## config.mk

```make
export PLATFORM = sky130hd
export DESIGN_NAME = mul_unit_flat
export DESIGN_NICKNAME = d
export VERILOG_FILES = /design/src/rtl/mul_pkg.sv /design/src/rtl/mul_unit_if.sv /design/src/rtl/mul_step.sv /design/src/rtl/mul_unit.sv /design/src/flat_wrapper.sv
export SDC_FILE = /design/constraint.sdc
export NUM_CORES = 1
export LEC_CHECK = 0
export BUFFER_PORTS_ARGS = -buffer_cell sky130_fd_sc_hd__buf_2
export CORE_AREA = 4 4 224 226
export DETAILED_ROUTE_END_ITERATION = 16
export DIE_AREA = 0 0 228 230
export MAX_ROUTING_LAYER = met4
export PLACE_DENSITY = 0.54
export SLEW_MARGIN = 15
export SYNTH_ARGS = -nofsm -noshare
export SYNTH_HDL_FRONTEND = slang
export SYNTH_SLANG_ARGS = --single-unit
```

## constraint.sdc

```tcl
create_clock -name clk -period 14.3 [get_ports clk]
set_input_delay 2.145 -clock clk [delete_from_list [all_inputs] [get_ports clk]]
set_output_delay 2.145 -clock clk [all_outputs]
set_load 0.02 [all_outputs]
```

## src/rtl/mul_pkg.sv

```systemverilog
// Shared definitions for the iterative multiplier: op codes, FSM states and
// the radix legality check used at elaboration.
package mul_pkg;

  typedef enum logic [1:0] {
    MUL_OP_MUL   = 2'b00,
    MUL_OP_UMULL = 2'b01,
    MUL_OP_SMULL = 2'b10,
    MUL_OP_MLA   = 2'b11
  } mul_op_e;

  typedef enum logic [1:0] {
    ST_IDLE = 2'b00,
    ST_RUN  = 2'b01,
    ST_FIX  = 2'b10
  } mul_state_e;

  function automatic bit radix_ok(input int width, input int radix_bits);
    return ((radix_bits == 1) || (radix_bits == 2) || (radix_bits == 4)) &&
           ((width % radix_bits) == 0);
  endfunction

endpackage

```

## src/rtl/mul_unit_if.sv

```systemverilog
// Request/result bundle between the core controller (master) and mul_unit (slave).
interface mul_unit_if #(
  parameter int WIDTH = 32
);
  import mul_pkg::*;

  logic             start;
  mul_op_e          op;
  logic [WIDTH-1:0] a;
  logic [WIDTH-1:0] b;
  logic [WIDTH-1:0] acc;
  logic             busy;
  logic             done;
  logic [WIDTH-1:0] result_lo;
  logic [WIDTH-1:0] result_hi;
  logic             flag_n;
  logic             flag_z;

  modport master (
    output start, op, a, b, acc,
    input  busy, done, result_lo, result_hi, flag_n, flag_z
  );

  modport slave (
    input  start, op, a, b, acc,
    output busy, done, result_lo, result_hi, flag_n, flag_z
  );

endinterface

```

## src/rtl/mul_step.sv

```systemverilog
// One RUN-cycle partial-product accumulate: prod + (mcand * slice) << shift.
module mul_step #(
  parameter int WIDTH      = 32,
  parameter int RADIX_BITS = 1
) (
  input  logic [WIDTH-1:0]           i_mcand,
  input  logic [RADIX_BITS-1:0]      i_slice,
  input  logic [$clog2(2*WIDTH)-1:0] i_shift,
  input  logic [2*WIDTH-1:0]         i_prod,
  output logic [2*WIDTH-1:0]         o_prod
);

  localparam int PW = 2 * WIDTH;

  logic [PW-1:0] w_pp;

  assign w_pp   = PW'(i_mcand) * PW'(i_slice);
  assign o_prod = i_prod + (w_pp << i_shift);

endmodule

```

## src/rtl/mul_unit.sv

```systemverilog
// Iterative MUL/MLA/UMULL/SMULL unit, RADIX_BITS multiplier bits per cycle.
// Define MUL_EARLY_OUT_EN to leave RUN as soon as the remaining multiplier is zero.
module mul_unit
  import mul_pkg::*;
#(
  parameter int WIDTH      = 32,
  parameter int RADIX_BITS = 1
) (
  input  logic clk,
  input  logic reset,
  mul_unit_if.slave mul_bus
);

  localparam int NSTEPS = WIDTH / RADIX_BITS;
  localparam int CNT_W  = (NSTEPS > 1) ? $clog2(NSTEPS) : 1;
  localparam int SH_W   = $clog2(2 * WIDTH);

  if (!radix_ok(WIDTH, RADIX_BITS)) begin : g_bad_radix
    $error("mul_unit: RADIX_BITS must be 1, 2 or 4 and divide WIDTH");
  end

  mul_state_e         r_state;
  mul_op_e            r_op;
  logic [WIDTH-1:0]   r_acc;
  logic [WIDTH-1:0]   r_mcand;
  logic [WIDTH-1:0]   r_mplier;
  logic               r_neg;
  logic [2*WIDTH-1:0] r_prod;
  logic [CNT_W-1:0]   r_cnt;
  logic               r_done;
  logic [WIDTH-1:0]   r_lo;
  logic [WIDTH-1:0]   r_hi;
  logic               r_n;
  logic               r_z;

  logic               w_is_smull;
  logic [WIDTH-1:0]   w_a_abs;
  logic [WIDTH-1:0]   w_b_abs;
  logic [CNT_W-1:0]   w_idx;
  logic [SH_W-1:0]    w_shift;
  logic [WIDTH-1:0]   w_mplier_next;
  logic [2*WIDTH-1:0] w_prod_next;
  logic               w_last;
  logic               w_long;
  logic [2*WIDTH-1:0] w_prod_fix;
  logic [WIDTH-1:0]   w_fix_lo;
  logic [WIDTH-1:0]   w_fix_hi;

  // Magnitudes for SMULL; negating the most-negative value yields 2^(W-1), which is correct unsigned.
  assign w_is_smull = (mul_bus.op == MUL_OP_SMULL);
  assign w_a_abs    = (w_is_smull && mul_bus.a[WIDTH-1]) ? -mul_bus.a : mul_bus.a;
  assign w_b_abs    = (w_is_smull && mul_bus.b[WIDTH-1]) ? -mul_bus.b : mul_bus.b;

  assign w_idx         = CNT_W'(NSTEPS - 1) - r_cnt;
  assign w_shift       = SH_W'(w_idx) * SH_W'(RADIX_BITS);
  assign w_mplier_next = r_mplier >> RADIX_BITS;

`ifdef MUL_EARLY_OUT_EN
  assign w_last = (r_cnt == '0) || (w_mplier_next == '0);
`else
  assign w_last = (r_cnt == '0);
`endif

  mul_step #(
    .WIDTH      (WIDTH),
    .RADIX_BITS (RADIX_BITS)
  ) u_step (
    .i_mcand (r_mcand),
    .i_slice (r_mplier[RADIX_BITS-1:0]),
    .i_shift (w_shift),
    .i_prod  (r_prod),
    .o_prod  (w_prod_next)
  );

  assign w_long     = (r_op == MUL_OP_UMULL) || (r_op == MUL_OP_SMULL);
  assign w_prod_fix = r_neg ? -r_prod : r_prod;
  assign w_fix_lo   = (r_op == MUL_OP_MLA) ? (w_prod_fix[WIDTH-1:0] + r_acc)
                                           : w_prod_fix[WIDTH-1:0];
  assign w_fix_hi   = w_long ? w_prod_fix[2*WIDTH-1:WIDTH] : '0;

  // NOTE: all state updates use non-blocking assignments so every register samples pre-edge values.
  always_ff @(posedge clk or posedge reset) begin
    if (reset) begin
      r_state  <= ST_IDLE;
      r_op     <= MUL_OP_MUL;
      r_acc    <= '0;
      r_mcand  <= '0;
      r_mplier <= '0;
      r_neg    <= 1'b0;
      r_prod   <= '0;
      r_cnt    <= '0;
      r_done   <= 1'b0;
      r_lo     <= '0;
      r_hi     <= '0;
      r_n      <= 1'b0;
      r_z      <= 1'b0;
    end else begin
      r_done <= 1'b0;
      case (r_state)
        ST_IDLE: begin
          if (mul_bus.start) begin
            r_op     <= mul_bus.op;
            r_acc    <= mul_bus.acc;
            r_mcand  <= w_a_abs;
            r_mplier <= w_b_abs;
            r_neg    <= w_is_smull && (mul_bus.a[WIDTH-1] ^ mul_bus.b[WIDTH-1]);
            r_prod   <= '0;
            r_cnt    <= CNT_W'(NSTEPS - 1);
            r_state  <= ST_RUN;
          end
        end
        ST_RUN: begin
          r_prod   <= w_prod_next;
          r_mplier <= w_mplier_next;
          if (w_last) r_state <= ST_FIX;
          else        r_cnt   <= r_cnt - 1'b1;
        end
        ST_FIX: begin
          r_lo    <= w_fix_lo;
          r_hi    <= w_fix_hi;
          r_n     <= w_long ? w_prod_fix[2*WIDTH-1] : w_fix_lo[WIDTH-1];
          r_z     <= w_long ? (w_prod_fix == '0) : (w_fix_lo == '0);
          r_done  <= 1'b1;
          r_state <= ST_IDLE;
        end
        default: r_state <= ST_IDLE;
      endcase
    end
  end

  assign mul_bus.busy      = (r_state == ST_RUN) || (r_state == ST_FIX);
  assign mul_bus.done      = r_done;
  assign mul_bus.result_lo = r_lo;
  assign mul_bus.result_hi = r_hi;
  assign mul_bus.flag_n    = r_n;
  assign mul_bus.flag_z    = r_z;

endmodule

```

## src/flat_wrapper.sv

```systemverilog
// flat-port wrapper written by rule: the top's interface ports become plain ports
module mul_unit_flat import mul_pkg::*;
#(
  parameter int WIDTH      = 32,
  parameter int RADIX_BITS = 1
)
  (clk, reset, mul_bus_start, mul_bus_op, mul_bus_a, mul_bus_b, mul_bus_acc, mul_bus_busy, mul_bus_done, mul_bus_result_lo, mul_bus_result_hi, mul_bus_flag_n, mul_bus_flag_z);
  mul_unit_if #(.WIDTH(WIDTH)) mul_bus_i ();
  input  logic clk;
  input  logic reset;
  input wire logic [$bits(mul_bus_i.start)-1:0] mul_bus_start;
  input wire logic [$bits(mul_bus_i.op)-1:0] mul_bus_op;
  input wire logic [$bits(mul_bus_i.a)-1:0] mul_bus_a;
  input wire logic [$bits(mul_bus_i.b)-1:0] mul_bus_b;
  input wire logic [$bits(mul_bus_i.acc)-1:0] mul_bus_acc;
  output wire logic [$bits(mul_bus_i.busy)-1:0] mul_bus_busy;
  output wire logic [$bits(mul_bus_i.done)-1:0] mul_bus_done;
  output wire logic [$bits(mul_bus_i.result_lo)-1:0] mul_bus_result_lo;
  output wire logic [$bits(mul_bus_i.result_hi)-1:0] mul_bus_result_hi;
  output wire logic [$bits(mul_bus_i.flag_n)-1:0] mul_bus_flag_n;
  output wire logic [$bits(mul_bus_i.flag_z)-1:0] mul_bus_flag_z;
  assign mul_bus_i.start = mul_bus_start;
  assign mul_bus_i.op = mul_bus_op;
  assign mul_bus_i.a = mul_bus_a;
  assign mul_bus_i.b = mul_bus_b;
  assign mul_bus_i.acc = mul_bus_acc;
  assign mul_bus_busy = mul_bus_i.busy;
  assign mul_bus_done = mul_bus_i.done;
  assign mul_bus_result_lo = mul_bus_i.result_lo;
  assign mul_bus_result_hi = mul_bus_i.result_hi;
  assign mul_bus_flag_n = mul_bus_i.flag_n;
  assign mul_bus_flag_z = mul_bus_i.flag_z;
  mul_unit #(.WIDTH(WIDTH), .RADIX_BITS(RADIX_BITS)) u_core (.clk(clk), .reset(reset), .mul_bus(mul_bus_i));
endmodule
```

Yosys cells after proc, flatten, opt, wreduce, memory -nomap -nowiden. Cells that the tools add are included.

Register bits: 237. Input port bits: 101. Output and inout bits: 68.

Add/subtract/negate cells: 7. Multipliers: 1. Eq/ne operators: 9. Shift operators: 1. Mux-type cells: 18. Bitwise operators: 1. Reductions and logical operators: 14.

Operators with widths (count): $mux 32 (5); $mux 64 (2); $pmux 64 s2 (1); $add 64x64->64 (1); $logic_not 64->1 (1); $neg 32->32 (2); $neg 64->64 (1); $pmux 32 s2 (1); $shl 33x5->64 (1); $mul 32x1->33 (1); $add 32x32->32 (1); $logic_not 32->1 (1); $mux 5 (2); $pmux 5 s2 (1); $eq 2x2->1 const B (4); $reduce_and 2->1 (3); $logic_not 5->1 (1); $sub 5x1->5 const B (1); $sub 5x5->5 const A (1); $eq 2x1->1 const B (2); $mux 2 (2); $ne 2x2->1 const B (2); $pmux 2 s2 (1); $logic_and 1x1->1 (3); 7 further kinds (10).

Depth between registers and ports, before layout. Gate-level depths: netlist (run 1).

Depth after elaboration: 6. Gate-level depth with buffers: 23.

Hierarchy. From an unflattened synthesis (run 1), not the netlist that was laid out.

Cell total of the unflattened synthesis: 2595. Area total of the unflattened synthesis: 21125.3 um^2.

By module, submodules not included: mul_unit (instances 1, cells each 1615, area an instance 14754.2 um^2, seq. area each 5930.7 um^2); mul_step (instances 1, cells each 980, area an instance 6371.1 um^2, seq. area each 0.0 um^2).

Worst setup path after synthesis (run 1). No wires, ideal clock.

Kind: flip-flop to flip-flop. Start point: register u_core.r_prod[7]. End point: register u_core.r_lo[31] (netlist: u_core.mul_bus.result_lo[31]). Arrival time: 4.976 ns. Path slack: 9.199 ns. Cell stages (with the launch flop): 21. Period minus slack after synthesis: 5.101 ns. Path through: dfrtp_1 > or4_1 > or3_1 > buf_2 > or4_4 > buf_6 > nand2_1 > xnor2_1 > ha_1 > a21o_1 > a21o_1 > a21o_1 > a21o_1 > a21o_1 > a22o_1 > or4_1 > a31oi_1 > xnor2_1 > nand2_1 > xor2_1 > mux2_2.

Cells in the longest elaborated chain, start to end: 4.

Ends and longest elaborated chain: start: declaration (RTL line mul_unit.sv:28) `logic [2*WIDTH-1:0] r_prod;`; start signal: assignment (RTL line mul_unit.sv:113) `r_prod <= w_prod_next;`; $neg 64->64 (RTL line mul_unit.sv:76) `assign w_prod_fix = r_neg ? -r_prod : r_prod;`; $mux 64 (*) (RTL line mul_unit.sv:76); $add 32x32->32 (RTL line mul_unit.sv:77) `assign w_fix_lo = (r_op == MUL_OP_MLA) ? (w_prod_fix[WIDTH-1:0] + r_acc)`; $mux 32 (*) (RTL line mul_unit.sv:77); end signal: assignment (RTL line mul_unit.sv:119) `r_lo <= w_fix_lo;`; end: declaration (RTL line mul_unit.sv:31) `logic [WIDTH-1:0] r_lo;`.

Mark *: on every way between the ends. The rest lies on a longest branch, timed or not. A chain may end at the register's enable or synchronous reset.

Worst setup path in the final report (run 1).
Start point: register u_core.r_cnt[0]. End point: register u_core.r_prod[61].

Cells in the longest elaborated chain, start to end: 4.

Ends and longest elaborated chain: start: declaration (RTL line mul_unit.sv:29) `logic [CNT_W-1:0] r_cnt;`; start signal: assignment (RTL line mul_unit.sv:108) `r_cnt <= CNT_W'(NSTEPS - 1);`; start signal: assignment (RTL line mul_unit.sv:116) `else r_cnt <= r_cnt - 1'b1;`; $sub 5x5->5 (RTL line mul_unit.sv:54) `assign w_idx = CNT_W'(NSTEPS - 1) - r_cnt;`; $shl 33x5->64 (RTL line mul_step.sv:18) `assign o_prod = i_prod + (w_pp << i_shift);`; $add 64x64->64 (RTL line mul_step.sv:18); $pmux 64 s2 (RTL line mul_unit.sv:99) `case (r_state)`.

No other way between the ends.

==> results of run 1 <==
-- flip-flops by register name, indices dropped and copies added, names as in the netlist --
| signal | cells |
|---|---|
| u_core.r_neg | 1 |
| u_core.mul_bus.flag_n | 1 |
| u_core.mul_bus.result_hi | 32 |
| u_core.r_cnt | 5 |
| u_core.mul_bus.flag_z | 1 |
| u_core.r_op | 2 |
| u_core.r_acc | 32 |
| u_core.mul_bus.done | 1 |
| u_core.r_mplier | 32 |
| u_core.r_mcand | 32 |
| u_core.mul_bus.result_lo | 32 |
| u_core.r_prod | 64 |
| u_core.r_state | 2 |
-- routing by layer --
metal,vias to the layer above,part of all wire (%)
li1,8543,-
met1,8174,48
met2,468,44
met3,94,5.3
met4,0,3.4
met5,-,0
-- cells in the final DEF (no fill, tap or decap), types with 9 or more instances in the layout --
master	netlist	final
mux4_2	19	19
and3_1	14	14
buf_4	0	15
mux2_2	50	50
o21bai_1	9	9
o21a_1	13	12
xor2_1	92	92
xnor2_1	119	119
nor2_1	165	165
o21ai_0	270	270
mux2i_1	39	39
nor4_1	16	16
nand2b_1	16	16
dfrtp_1	237	235
a22oi_1	30	30
ha_1	110	108
nand3_1	62	62
a31oi_1	31	31
nor2b_1	17	17
o211ai_1	11	11
a211oi_1	13	13
buf_2	1	168
o41ai_1	14	14
or3_1	21	21
nand2_1	274	272
a21oi_1	145	145
o22ai_1	49	49
inv_1	88	87
clkbuf_16	0	29
o31ai_1	24	24
a21o_1	57	57
or4_1	14	14
or2_2	10	10
nor3_1	38	38
nand4_1	28	28
-- worst max-delay path, stage by stage (launching register included) --
cell,delay [ns]
dfrtp_2,0.99
mux4_2,0.62
nand3_1,0.10
o21ai_0,0.18
a21oi_1,0.34
nor2_1,0.10
ha_1,0.40
a21oi_1,0.22
o21a_1,0.14
o21ai_0,0.07
a41o_1,0.29
nor4_1,0.55
o31ai_1,0.25
a21oi_1,0.36
o22a_1,0.33
o21ai_0,0.21
a41oi_1,0.31
xor2_1,0.16
o21ai_0,0.08
-- per-stage QoR --
| step | util [%] | power, mW | instance area, µm² | hold WS [ns] |
|---|---|---|---|---|
| finish | 44.07 | 4.656 | 21300 | 0.4818 |
| global route | 44.06 | 5.081 | 21300 | 0.5210 |
| CTS | 44.06 | 4.671 | 21300 | 0.4895 |
| detailed placement | 42.09 | 3.905 | 20350 | 0.4766 |
| global placement | 42.09 | 3.881 | 20350 | 0.4644 |
| floorplan | - | 3.195 | 19080 | 0.4507 |
-- cell families after synthesis --
family	after synthesis
adder cells (fa/ha/maj)	112
flip-flops	237
buffers and inverters	220
AO/OA/AOI/OAI	723
multiplexers	108
XOR/XNOR	211
AND/OR/NAND/NOR	705
-- power by group through the flow --
stage	Sequential (mW)	Combinational [mW]	Clock (mW)
floorplan	0.998	2.20	0
global placement	1.12	2.76	0
detailed placement	1.13	2.78	0
CTS	1.12	2.79	0.764
global route	1.15	3.13	0.795
finish	1.12	2.80	0.741
-- Yosys cell counts, drive strengths merged (39+ instances only) --
master,number,area (µm²)
xnor2,119,1042
nor3,39,200.2
clkbuf,116,435.4
nor2,166,625.6
o21ai,271,1356
mux2i,39,390.4
a21oi,145,725.7
xor2,92,805.8
a21o,57,427.9
dfrtp,237,5931
nand3,62,310.3
mux2,50,563.0
inv,88,330.3
ha,110,1376
o22ai,49,306.5
nand2,274,1028
-- layout make-up --
class / instances / share of cell area, %
Multi-Input combinational cell: 1859 / 57.94
Sequential cell: 237 / 27.85
Timing Repair Buffer: 183 / 4.475
Clock buffer: 39 / 3.770
Tap cell: 622 / 3.653
Inverter: 88 / 1.586
Clock inverter: 14 / 0.7165
Antenna cell: 1 / 0.01175
-- how the worst min path moves through the flow --
| stage | from | cells after the start | endpoint |
|---|---|---|---|
| after global routing | u_core.mul_bus.result_lo[4] | 1 | u_core.mul_bus.result_lo[4] |
| after floorplan | u_core.r_mplier[31] | 2 | u_core.r_mplier[31] |
| final | u_core.r_mplier[31] | 2 | u_core.r_mplier[31] |
| after global placement | u_core.r_mplier[31] | 2 | u_core.r_mplier[31] |
| after CTS | u_core.r_mplier[31] | 2 | u_core.r_mplier[31] |
| after detailed placement | u_core.r_mplier[31] | 2 | u_core.r_mplier[31] |
==> out/results.txt, run 1 <==
After detailed placement, the design holds a cell count of 2989. After routing, the total negative slack on setup checks comes to 0 ns. The synthesized netlist devotes 23.13% of its cell area to compound gates.

In the final layout, flip-flops and latches occupy 5933 µm². During I/O placement, the number of pins put on the boundary was 169. The run gives 8.431 ns as the worst-case setup slack after placement.

Counting flops with a built-in enable in the synthesized netlist gives 0. Global routing consumed, on the met2 layer, 33.85% of the routing resources. The initial core utilization was 39.47%; the remaining antenna violation count was 0. In this run the core area contains 81 standard-cell rows. Entering global routing, the biggest net connects 122 pins. Summing the areas of all xor and xnor instances in the mapped netlist gives 9.685% of the synthesized area.

The CTS buffer count was 29; the maximum buffer depth of the clock tree was 3. The total half-perimeter wirelength after legalization and detailed placement was 45.08 mm; the total nets after synthesis was 2529. In this run the static leakage power is 9.504 nW. The tools report the maximum clock frequency as 169.7 MHz.

The ratio of total power to cell area was 218.6 nW/µm². The tightest min-delay check is of the flip-flop to flip-flop type. The logs give 92.85 mm for the first-pass GRT wire length and 4885 for the count of fill cells added during filler insertion.

STA classifies the critical path startpoint as a flip-flop. In this run the tightest slew margin relative to its limit is 22.07%. In this run, the number of DRC markers left after iteration 0 of detailed routing was 1005. Measured along the x axis, the die boundary spans 228 µm.

In the global route stage, met3 resource usage came out at 2.589%. Counting cells, the worst reg-to-reg path comes to 18. The clock arrives with 0.01956 ns of skew. For the pin with the worst max-slew slack, the measured transition is 1.167 ns.

The number of buffers inserted to repair setup after CTS was 0; the worst voltage drop across the vdd grid was 92.21 µV. The tool flagged a number of max-cap violations equal to 0. Yosys mapped the design onto 74 distinct sky130hd cell types.

For the number of max-slew violations in the final report, the log shows 0. The worst path needs 5.893 ns of the cycle, external delays included. For the number of antenna violations at the first check in global routing, the log shows 0.

The flow ran to the end, and the final reports show no timing, DRC or antenna violations. The fraction of the cycle the final worst path needs came out at 41.21%. Setup repair after global routing left no endpoint under its margin. TritonCTS built the clock tree. Quantity of gates resized following cts: 0. The switching power summed over all nets is 2.255 mW, and the mux share of post-synthesis cell area is 7.239%. The final hold violation count was 0. The number of global-route vias before repair was 16890; the area of the mapped netlist was 19080 µm².

For the proportion of power drawn by combinational gates, the log shows 60.1%. Largest driver fanout on the critical path: 39. met2 is the most crowded layer.

The most used flip-flop cell after synthesis is dfrtp_1. Summing the areas of all and, or, nand and nor instances in the mapped netlist gives 17.07% of the synthesized area. Each instance of the synthesized netlist takes up on average 8.239 µm². Aggregate routed wire length: 58.06 mm. By area, the combinational part of the netlist is dominated by compound AO/OA/AOI/OAI gates. The global router's overall resource usage came out at 22.13%. STA classifies the critical path endpoint as a flip-flop. The internal power of the cells totals 2.401 mW. Sequential cells were found to cover 31.08% of the synthesized design area. The met1 track utilization from global routing is 30.75%. Adder-cell share of the synthesized area: 7.423%. For the share of power burned in the clock network, the log shows 15.9%. The via-per-instance ratio is 5.678. After clock tree synthesis, the clock-pin slew on the worst setup and hold paths is 0.06 ns. The critical path is of the flip-flop to flip-flop type.

The post-layout net count came out at 2611. The average wire per standard cell works out to 19.08 µm. Across all setup checks in the final design, the least slack found is 8.407 ns.

Following the worst setup path forward leads to its endpoint at u_core.r_prod[61]. For the worst setup path, the data arrival time is 6.33 ns. The pre-antenna-repair detailed-routing pass consisted of 5 iterations.

For the worst setup path, the data required time is 14.73 ns. The die height was 230 µm; the net switching share of the total power was 48.43%. The logs give 0 for the number of failing setup endpoints in the final timing report and 0 for the sum of overflow across all layers after global routing. The die covers 52440 µm².

The total DRC errors in the routed layout is 0. For the H-tree depth, the log shows 1. The capturing point of the worst reg2reg path was u_core.r_prod[61].

Summing all multi-input logic gate instances after layout gives 12340 µm². The tools report the root buffer cell as clkbuf_16. The relative area change from synthesis to final layout is 11.65%. The tree built by TritonCTS fans out to 237 sinks.

The gate count of the mapped netlist is 2316. Yosys warning count: 0. The port buffer count is 168, and the sequential cell fraction of total power is 24.0%. The layout cell share with drive strength beyond 1 works out to 13.84%. The run gives 8.41 ns as the setup slack of the worst register-to-register path.

The fraction of registers with async set/reset works out to 100.0%. In this run, post-CTS hold repair placed 0 buffers. At the end of routability-driven placement, the weighted congestion stood at 0.9396. Synthesis inferred 237 register bits. The final cell count without fillers came out at 3043. The run gives 0.59 ns as the clock latency on the worst-skew pair. The tools report the origin of the worst setup path as u_core.r_cnt[0]. In this run the critical register-to-register path is launched from u_core.r_cnt[0]. The core outline area is 48340 µm², and the total via count in the routed design is 17280.
No activity file was read; power rests on OpenSTA's default activity.
==> run 2, diff against run 1 <==
Settings changed: ABC_AREA set to 1, CORE_AREA 4 4 224 226 to 4 4 242 244, DIE_AREA 0 0 228 230 to 0 0 246 248, PLACE_DENSITY 0.54 to 0.56.
Clock period 14.3 ns to 5.29 ns, I/O delays scaled along.
==> run 2 against run 1 <==
Clock-buffer cell count grew 3. Cell area increased by 18%. Fmax up 21%.
==> out/results.txt, run 2 <==
The run finished with clean final reports. Leaving out fill and tap cells, the most frequent cell in the layout is nand2_1. The slew of the pin with the lowest slew margin is 1.105 ns (-0.06118 ns). Start-to-end type of the worst setup path: flip-flop to flip-flop. Number of antenna violations at the first check in global routing: 0 (unchanged).

For the sequential-to-total area share from yosys stat, the log shows 26.46% (-4.6 points). The tools report the cell row count as 87 (+7.4%). The fraction of registers with async set/reset is 100.0% (unchanged). The tools report the total nets after synthesis as 3889 (+54%).

The sequential cell fraction of total power came out at 21.0% (-3.0 points). The root buffer cell was clkbuf_16. The global router's overall resource usage came out at 28.66% (+6.5 points). The count of maximum capacitance violations is 0 (unchanged). STA classifies the critical path startpoint as a flip-flop. The run gives 39.82% (+0.35 points) as the initial core utilization. For the maximum number of pins on one net before global-route repair, the log shows 111 (-9.0%). The run gives 5.75 ns (-8.98 ns) as the required time of the critical path. The relative area change from synthesis to final layout was 11.86%; the setup slack of the worst register-to-register path was 0.43 ns (-7.98 ns). The CTS buffer count was 30 (+3.4%). The worst voltage drop across the vdd grid was 299.1 µV (+220%); the delay of the slowest critical-path stage was 0.58 ns (-0.41 ns). The static leakage was 12.84 nW (+35%). The tools report the final hold violation count as 0 (unchanged). The run gives 23260 (+38%) as the number of global-route vias before repair.

The logs give 44.55% (+0.48 points) for the final core area utilization and 133.2 mm (+43%) for the first-pass GRT wire length. The number of clock sinks seen by CTS is 237 (unchanged). The logs give 169 (unchanged) for the I/O pin count and 65.3% (+5.2 points) for the proportion of power drawn by combinational gates.

The maximum clock frequency is 205.8 MHz (+21%), and the fraction of the cycle the final worst path needs is 91.84% (+51 points). The run gives 22410 µm² (+17%) as the area of the mapped netlist. The average wire per standard cell was 18.86 µm (-1.1%); the clock latency on the worst-skew pair was 0.60 ns (about the same). The clock slew at the register clock pins of the worst setup and hold paths is 0.06 ns (about the same).

u_core.r_prod holds more flip-flops than any other register. Type of the most critical hold path: input port to asynchronous set/reset pin. The ratio of total power to cell area came out at 641.5 nW/µm² (+190%). The switching power summed over all nets is 9.006 mW (+300%). After synthesis, the most frequently instantiated cells are 1145 x nand2_1, 440 x nor2_1, 433 x inv_1, 330 x o21ai_0, 246 x nand3_1. Largest area contributor in the synthesized netlist: dfrtp_1. Layout cell share with drive strength beyond 1: 8.908% (-4.9 points). The tools report the maximum buffer depth of the clock tree as 3 (unchanged). For the hold slack, the log shows 0.3666 ns (-0.1152 ns). The post-layout net count was 4007 (+53%); the final cell count without fillers was 4573 (+50%). TritonCTS built the clock tree.

The run gives 0.02131 ns (+0.001755 ns) as the clock skew. The tools report the sum of overflow across all layers after global routing as 0 (unchanged). The number of buffers inserted to repair setup after CTS is 0 (unchanged), and the die area is 61010 µm² (+16%). For the Yosys warning count, the log shows 0 (unchanged).

After synthesis, the cell types taking the most area are dfrtp_1 26%, nand2_1 19%, nor2_1 7.4%. The cell-internal power is 7.076 mW (+190%), and the aggregate routed wire length is 86.26 mm (+49%). The number of placed instances with taps included was 4518 (+51%); the via-per-instance ratio was 5.268 (-7.2%).

The library cells used most frequently in the layout, excluding fill and tap cells, are 1144 x nand2_1, 440 x nor2_1, 431 x inv_1. The arrival time at the worst endpoint is 5.32 ns (-1.01 ns). The flip-flop count of the largest register, all copies and words added is 64 (unchanged).

The net switching share of the total power came out at 56.00% (+7.6 points). For the total via count in the routed design, the log shows 24090 (+39%). The final period demand of the worst path is 4.858 ns (-1.035 ns), and the number of antenna repair diodes is 0 (-1). The run gives 70.51 mm (+56%) as the total half-perimeter wirelength after legalization and detailed placement. The number of failing setup endpoints in the final timing report is 0 (unchanged).

The tools report the remaining antenna violation count as 0 (unchanged). The run gives 3676 (+59%) as the gate count of the mapped netlist. The number of flops mapped to enable cells by yosys came out at 0 (unchanged).

Core outline area: 56280 µm² (+16%). For the H-tree depth, the log shows 1 (unchanged). Setup repair after global routing left no endpoint under its margin.

For the number of max-slew violations in the final report, the log shows 0 (unchanged). The run gives 8 (+3) as the number of detailed-route iterations in the first pass. The number of distinct standard cells referenced by the synthesized netlist came out at 57 (-23%). Traced cell by cell, the critical path runs through buf_4 -> nand2_1 -> nor2_1 -> a31oi_1 -> nand2_1 -> o21ai_0 -> o21ai_0 -> o21ai_0 -> mux2i_1 -> ha_1 -> nand2_1 -> nor2_1 -> inv_1 -> nor4_1 -> nand4_1 -> nand3_1 -> a21o_1 -> a21oi_1 -> o21ai_0 -> o21ai_0.

Share of power burned in the clock network: 13.7% (-2.2 points). The worst setup path is captured at a flip-flop. The die boundary width came out at 246 µm (+7.9%). The area share of the largest cell type after synthesis came out at 26.46% (-4.6 points). The hold buffer count at CTS is 0 (unchanged). The number of DRC violations after detailed-routing iteration 0 was 1753 (+74%); the total DRC errors in the routed layout was 0 (unchanged). The weighted congestion at the end of routability-driven global placement came out at 1.046 (+11%). Most common flop cell mapped by yosys: dfrtp_1.

The flop and latch count out of synthesis was 237 (unchanged). The port buffer count was 168 (unchanged). Mean instance size in the synthesized netlist: 6.097 µm² (-26%). The most frequent cell after synthesis was nand2_1. The die height was 248 µm (+7.8%); the accumulated negative setup slack was 0 ns (unchanged). In this design, the critical path's most frequently occurring cell is o21ai_0. The slowest stage cell on the critical path was dfrtp_1. The largest driver fanout on the critical path is 18 (-54%).

The worst slew margin relative to its limit came out at 26.22% (+4.2 points). The quantity of gates resized following cts is 0 (unchanged).
## run 2: cell types whose count changed after synthesis, sizes merged, moves of 26 or more
cell,before,now
a21o,57,13
a21oi,145,171
a22oi,30,0
clkbuf,116,84
inv,88,442
mux2,50,0
nand2,274,1162
nand3,62,256
nor2,166,460
o21ai,271,350
xnor2,119,4
xor2,92,46
## run 2: layer usage
layer | vias up | GRT usage, % | wire [µm] | share of wire, %
li1 | 12250 | - | - | -
met1 | 11090 | 37.88 | 39170 | 45
met2 | 628 | 47.09 | 39890 | 46
met3 | 117 | 2.398 | 4307 | 5.0
met4 | 0 | 8.760 | 2887 | 3.3
met5 | - | - | 0 | 0
## run 2: critical path: cells and delay by family (launching register included)
family	cells	cell delay, ns
multiplexers	1	0.29
AO/OA/AOI/OAI	8	1.53
flip-flops	1	0.58
buffers and inverters	2	0.35
AND/OR/NAND/NOR	8	1.53
adder cells (fa/ha/maj)	1	0.45
## run 2: final timing paths
kind,to,startpoint,cells after the start
min,u_core.r_prod[1],reset,2
max reg2reg,u_core.r_prod[55],u_core.r_mplier[0],20
max in group asynchronous,u_core.mul_bus.result_lo[15],reset,3
min reg2reg,u_core.mul_bus.result_lo[1],u_core.mul_bus.result_lo[1],2
min in group clk,u_core.r_acc[25],mul_bus_acc[25],3
max,u_core.r_prod[55],u_core.r_mplier[0],20
## run 2: logic make-up (layout without fill, tap and decap cells)
family,Yosys count,count (layout),share of synthesized area [%]
buffers and inverters,562,703,9.586
adders and majority gates,112,112,6.320
DFF,237,237,26.46
and+or+nand+nor,2006,2006,37.47
AOI/OAI and AO/OA,682,682,16.94
muxes,27,27,1.206
xor gates and xnor gates,50,50,2.021
## run 2: metrics by stage
stage / total power, mW / setup slack (ns) / cell area (µm²)
floorplan: 10.47 / 1.391 / 22420
global placement: 13.78 / 0.4809 / 24020
detailed placement: 13.76 / 0.5131 / 24020
CTS: 16.04 / 0.4932 / 25070
global route: 17.61 / 0.2001 / 25070
finish: 16.08 / 0.4319 / 25070
## run 2: cell type report
type | count | area (µm²)
fill | 6238 | 31210
multi-input combinational | 2877 | 14350
inverter | 446 | 1678
tap | 756 | 945.9
sequential | 237 | 5932
clock inverter | 13 | 165.2
timing repair buffer | 202 | 1109
clock buffer | 42 | 885.9
## run 2: power by group through the flow
stage	registers, mW	logic (mW)	clock network (mW)
floorplan	3.26	7.21	0
global placement	3.39	10.4	0
detailed placement	3.37	10.4	0
CTS	3.36	10.4	2.25
global route	3.44	11.8	2.33
finish	3.37	10.5	2.21
